File: src/rtl/ps2_host_tx.sv
// Host-to-device PS/2 transmitter: request-to-send inhibit, device-clocked
// shift-out of {parity, data}, acknowledge check and frame timeout.
module ps2_host_tx #(
  parameter int unsigned INHIBIT_CYCLES = 5000,
  parameter int unsigned TIMEOUT_CYCLES = 750000
) (
  input  logic       clk,
  input  logic       rst,
  input  logic [7:0] tx_data,
  input  logic       tx_valid,
  output logic       tx_ready,
  input  logic       ps2_clk_in,
  input  logic       ps2_data_in,
  output logic       ps2_clk_oe,
  output logic       ps2_data_oe,
  output logic       busy,
  output logic       done,
  output logic       ack_err,
  output logic       timeout_err
);

  localparam logic [2:0] S_IDLE     = 3'd0;
  localparam logic [2:0] S_INHIBIT  = 3'd1;
  localparam logic [2:0] S_REQ      = 3'd2;
  localparam logic [2:0] S_SEND     = 3'd3;
  localparam logic [2:0] S_ACK      = 3'd4;
  localparam logic [2:0] S_WAITIDLE = 3'd5;

  localparam int unsigned IW = $clog2(INHIBIT_CYCLES + 1);
  localparam int unsigned TW = $clog2(TIMEOUT_CYCLES + 1);
  localparam logic [IW-1:0] INH_LAST = IW'(INHIBIT_CYCLES - 1);
  localparam logic [TW-1:0] TMO_LAST = TW'(TIMEOUT_CYCLES - 1);

  logic [2:0]    state;
  logic          clk_s1, clk_s2, clk_prev;
  logic          dat_s1, dat_s2;
  logic [IW-1:0] inh_cnt;
  logic [TW-1:0] tmo_cnt;
  logic [8:0]    shift;
  logic [3:0]    bit_cnt;
  logic          data_low;
  logic          ack_bad;

  logic fall;
  logic in_frame;
  logic tmo_hit;
  logic line_idle;

  always_ff @(posedge clk or posedge rst) begin
    if (rst) begin
      clk_s1   <= 1'b1;
      clk_s2   <= 1'b1;
      clk_prev <= 1'b1;
      dat_s1   <= 1'b1;
      dat_s2   <= 1'b1;
    end else begin
      clk_s1   <= ps2_clk_in;
      clk_s2   <= clk_s1;
      clk_prev <= clk_s2;
      dat_s1   <= ps2_data_in;
      dat_s2   <= dat_s1;
    end
  end

  // Our own inhibit must never be mistaken for a device clock edge.
  assign fall      = clk_prev & ~clk_s2 & ~ps2_clk_oe;
  assign in_frame  = (state == S_SEND) || (state == S_ACK) || (state == S_WAITIDLE);
  assign tmo_hit   = in_frame && (tmo_cnt == TMO_LAST);
  assign line_idle = clk_s2 & dat_s2;

  assign tx_ready    = (state == S_IDLE);
  assign busy        = (state != S_IDLE);
  assign ps2_clk_oe  = (state == S_INHIBIT) || (state == S_REQ);
  // Expiry releases data in the same cycle the error is flagged.
  assign ps2_data_oe = (state == S_REQ) || ((state == S_SEND) && data_low && !tmo_hit);
  assign done        = (state == S_WAITIDLE) && line_idle && !tmo_hit;
  assign ack_err     = done & ack_bad;
  assign timeout_err = tmo_hit;

  always_ff @(posedge clk or posedge rst) begin
    if (rst) begin
      state    <= S_IDLE;
      inh_cnt  <= '0;
      tmo_cnt  <= '0;
      shift    <= '0;
      bit_cnt  <= '0;
      data_low <= 1'b0;
      ack_bad  <= 1'b0;
    end else begin
      case (state)
        S_IDLE: begin
          data_low <= 1'b0;
          if (tx_valid) begin
            shift   <= {~^tx_data, tx_data};
            inh_cnt <= '0;
            ack_bad <= 1'b0;
            state   <= S_INHIBIT;
          end
        end
        S_INHIBIT: begin
          if (inh_cnt == INH_LAST) begin
            state <= S_REQ;
          end else begin
            inh_cnt <= inh_cnt + 1'b1;
          end
        end
        S_REQ: begin
          tmo_cnt  <= '0;
          bit_cnt  <= '0;
          data_low <= 1'b1;
          state    <= S_SEND;
        end
        S_SEND, S_ACK, S_WAITIDLE: begin
          if (tmo_hit) begin
            data_low <= 1'b0;
            state    <= S_IDLE;
          end else begin
            tmo_cnt <= tmo_cnt + 1'b1;
            case (state)
              S_SEND: begin
                if (fall) begin
                  if (bit_cnt == 4'd9) begin
                    data_low <= 1'b0;
                    state    <= S_ACK;
                  end else begin
                    data_low <= ~shift[0];
                    shift    <= shift >> 1;
                    bit_cnt  <= bit_cnt + 1'b1;
                  end
                end
              end
              S_ACK: begin
                if (fall) begin
                  ack_bad <= dat_s2;
                  state   <= S_WAITIDLE;
                end
              end
              default: begin
                if (line_idle) begin
                  state <= S_IDLE;
                end
              end
            endcase
          end
        end
        default: begin
          data_low <= 1'b0;
          state    <= S_IDLE;
        end
      endcase
    end
  end

endmodule
File: config.mk
export PLATFORM = sky130hd
export DESIGN_NAME = ps2_host_tx
export DESIGN_NICKNAME = d
export VERILOG_FILES = /design/src/rtl/ps2_host_tx.sv
export SDC_FILE = /design/constraint.sdc
export NUM_CORES = 1
export LEC_CHECK = 0
export CORE_UTILIZATION = 45
export CTS_CLUSTER_SIZE = 30
export DETAILED_ROUTE_END_ITERATION = 8
export GPL_TIMING_DRIVEN = 0
export MAX_ROUTING_LAYER = met4
export PLACE_DENSITY = 0.66
export SLEW_MARGIN = 20
export SYNTH_ARGS = -nofsm -noshare
export SYNTH_HDL_FRONTEND = slang
export SYNTH_SLANG_ARGS = --single-unit
File: constraint.sdc
create_clock -name clk -period 5.8 [get_ports clk]
set_input_delay 0.87 -clock clk [delete_from_list [all_inputs] [get_ports clk]]
set_output_delay 0.87 -clock clk [all_outputs]
set_load 0.01 [all_outputs]
==> results.cfg <==
[logic_synthesis]
netlist_instances = 330
synth_area_leaders = dfrtp_1 40%, nand2_1 6.0%, xor2_1 4.4%
synth_simple_gate_area_share_pct = 25.8
synth.most_common_cell = dfrtp_1
synth_top_family_by_area = simple AND/OR/NAND/NOR gates
synth-compound-area-share_pct = 13.7
synth-async-reset-ratio_pct = 100
synth.distinct_cells = 60
synthAdderAreaFrac_pct = 1.59
synthXorXnorAreaFrac_pct = 7.50
seq_area_frac_synth_pct = 44.7
synth_edf_count = 0
ys.flop_type = dfrtp_1
yosys.area.top_type_share_pct = 40.5
ys_warn_count = 0
ys_top_cells_by_count = 51 x dfrtp_1, 50 x nand2_1, 33 x nor2_1
avgSynthCellArea_um2 = 9.55
synth_nets = 347
synth_mux_area_share_pct = 3.53
ys_ff_latch = 56
yosys.area.top_type = dfrtp_1
syn_area_um2 = 3150

[placed_design]
routabilityCongestion = 0.789
dp_hpwl_um = 4500
port_buffers = 19

[worst_setup_path]
critical_path.max_stage_delay_ns = 0.66
crit_required_ns = 4.93
cp.arrival_ns = 2.69
slowest_stage = nor4_4
cp-start-kind = flip-flop
crit_fanout = 8
endpoint_kind = output pin
critPathKind = reg -> out
ff2ff_path_depth = 7
path_cells = ha_1 -> nand3_2 -> nor4_4 -> nor3_1 -> and2_1 -> clkdlybuf4s50_1

[timing]
rsz0062_at_grt = no
clock_skew_ns = 0.0100
min_period_over_period_pct = 61.5
slew_violations = 0
relSlewSlack_pct = 54.9
setup_tns_ns = 0
post-route-min-period_ns = 3.56
finalHoldViolations = 0
worst_pin_slew_ns = 0.676
maxClockFrequency_mhz = 281
final-setup-viol-count = 0

[finish]
multi_input_area_um2 = 1640
fillers = 639
drive_gt1_share_pct = 12.0
num_antenna_cells = 0
syn_to_final_growth_pct = 13.0
seq_area_um2 = 1410
layout.nets = 373

[cts]
h-tree-depth = 2
numCtsBuffers = 5
cts_sinks = 56
clock_latency_ns = 0.31
cts_tree = done
path_clk_slew_ns = 0.10
root_buffer = clkbuf_8
ctsResizeCount = 0
postCtsSetupRepairBufs = 0
cts_max_path_buffers = 2
cts_hold_buf = 0

[die]
rows = 30
num_io_pins = 20
core_area_um2 = 6790
die_width_um = 85.7
start_util_pct = 46.4
fp.dieArea_um2 = 7340
die_h_um = 85.7

[pwr]
comb_power_share_pct = 43.1
ir_worst_vdd_v = 0.000227
power.internal_w = 0.000820
power_leakage_nw = 1.52
switchingPower_w = 0.000545
sw_frac_of_total_pct = 39.9
seq_power_share_pct = 40.0
power.share.clock_pct = 16.9
total_power_w = 0.00136
powerDensity_nw_per_um2 = 383

[route]
post_drt_wl_per_cell_um = 13.9
via_count = 2459
drtPass1Iterations = 4
antenna_left = 0
initialDrtViolationCount = 187
avgViaCountPerCell = 5.43
drc_errors = 0
wirelength_um = 6310

[global_route]
grt_max_degree = 57
grt_remaining_overflow = 0
antenna_found_initial = 0
grt_usage_pct = 19.8
grt_pass1_vias = 2363
grt_pass1_wl_um = 11200

[flow_run]
cap_violations = 0

[min_path]
min_path_cells = 0
hp-class = reg -> reg

[status]
status = finished clean
==> layout by cell type (no fill, tap or decap), types with 6 or more instances in the layout <==
master and instances:
a21oi_1 12, and2_1 6, clkbuf_1 7, clkbuf_8 6, clkdlybuf4s50_1 19, dfrtp_1 51
inv_1 10, mux2_2 9, nand2_1 50, nand3_1 19, nand4_1 12, nor2_1 33
o21ai_0 11, xnor2_1 11, xor2_1 16
==> power by group through the flow <==
stage / combinational [W] / sequential, W / clock (W)
global placement: 0.000579 / 0.000550 / 0
floorplan: 0.000441 / 0.000534 / 0
finish: 0.000588 / 0.000546 / 0.000231
detailed placement: 0.000591 / 0.000553 / 0
global route: 0.000667 / 0.000560 / 0.000256
CTS: 0.000592 / 0.000546 / 0.000237
==> metrics by stage <==
step / setup WS [ns] / std cells / instance area, µm² / util (%) / hold slack, ns
6_report: 2.24 / 453 / 3560 / 52.4 / 0.361
5_1_grt: 2.04 / 453 / 3560 / 52.4 / 0.367
4_1_cts: 2.21 / 453 / 3560 / 52.4 / 0.361
3_5_place_dp: 2.55 / 445 / 3460 / 51.0 / 0.347
3_3_place_gp: 2.47 / 445 / 3460 / 51.0 / 0.347
2_1_floorplan: 3.23 / 330 / 3150 / - / 0.345
==> cell families (layout without fill, tap and decap cells) <==
| kind of cell | count (synthesis) | after routing |
|---|---|---|
| and+or+nand+nor | 156 | 156 |
| DFF | 56 | 56 |
| AOI/OAI and AO/OA | 54 | 54 |
| xor gates and xnor gates | 27 | 27 |
| buffers and inverters | 23 | 50 |
| muxes | 10 | 10 |
| adders and majority gates | 4 | 4 |
==> path summary, 6_finish.rpt <==
kind / startpoint / endpoint / slack [ns]
max in group asynchronous: rst / tmo_cnt[5] / 4.35
min in group asynchronous: rst / shift[2] / 1.01
worst min register to register: clk_s1 / clk_s2 / 0.36
worst max-delay path: tmo_cnt[0] / ack_err / 2.24
worst max register to register: inh_cnt[0] / inh_cnt[9] / 3.52
worst min-delay path: clk_s1 / clk_s2 / 0.36
==> metal layers <==
metal	global-route usage (%)	up-vias	part of all wire [%]
met1	27.2	1182	50
met2	30.4	44	45
li1	-	1222	-
met4	5.91	0	1.3
met5	-	-	0
met3	3.18	11	3.3
==> final cells by class <==
class	instances	share of cell area, %
clock buffer	6	2.32
tap	96	3.37
clock inverter	2	0.387
inverter	11	1.23
buffer	12	1.65
timing repair buffer	19	5.34
sequential	56	39.5
multi-input combinational	251	46.2
==> worst max-delay path, delay by kind of cell, from the launching register on <==
kind | cells | cell delay, ns
simple gates | 4 | 1.30
buf+inv | 1 | 0.47
fa+ha+maj | 1 | 0.20
flops | 1 | 0.42
==> sequential cells by signal (all words and copies together), names as in the netlist <==
signal,count
clk_s1,1
inh_cnt,13
state,3
dat_s2,1
dat_s1,1
shift,9
data_low,1
clk_prev,1
clk_s2,1
ack_bad,1
tmo_cnt,20
bit_cnt,4
(Power assumes the default switching activity.)
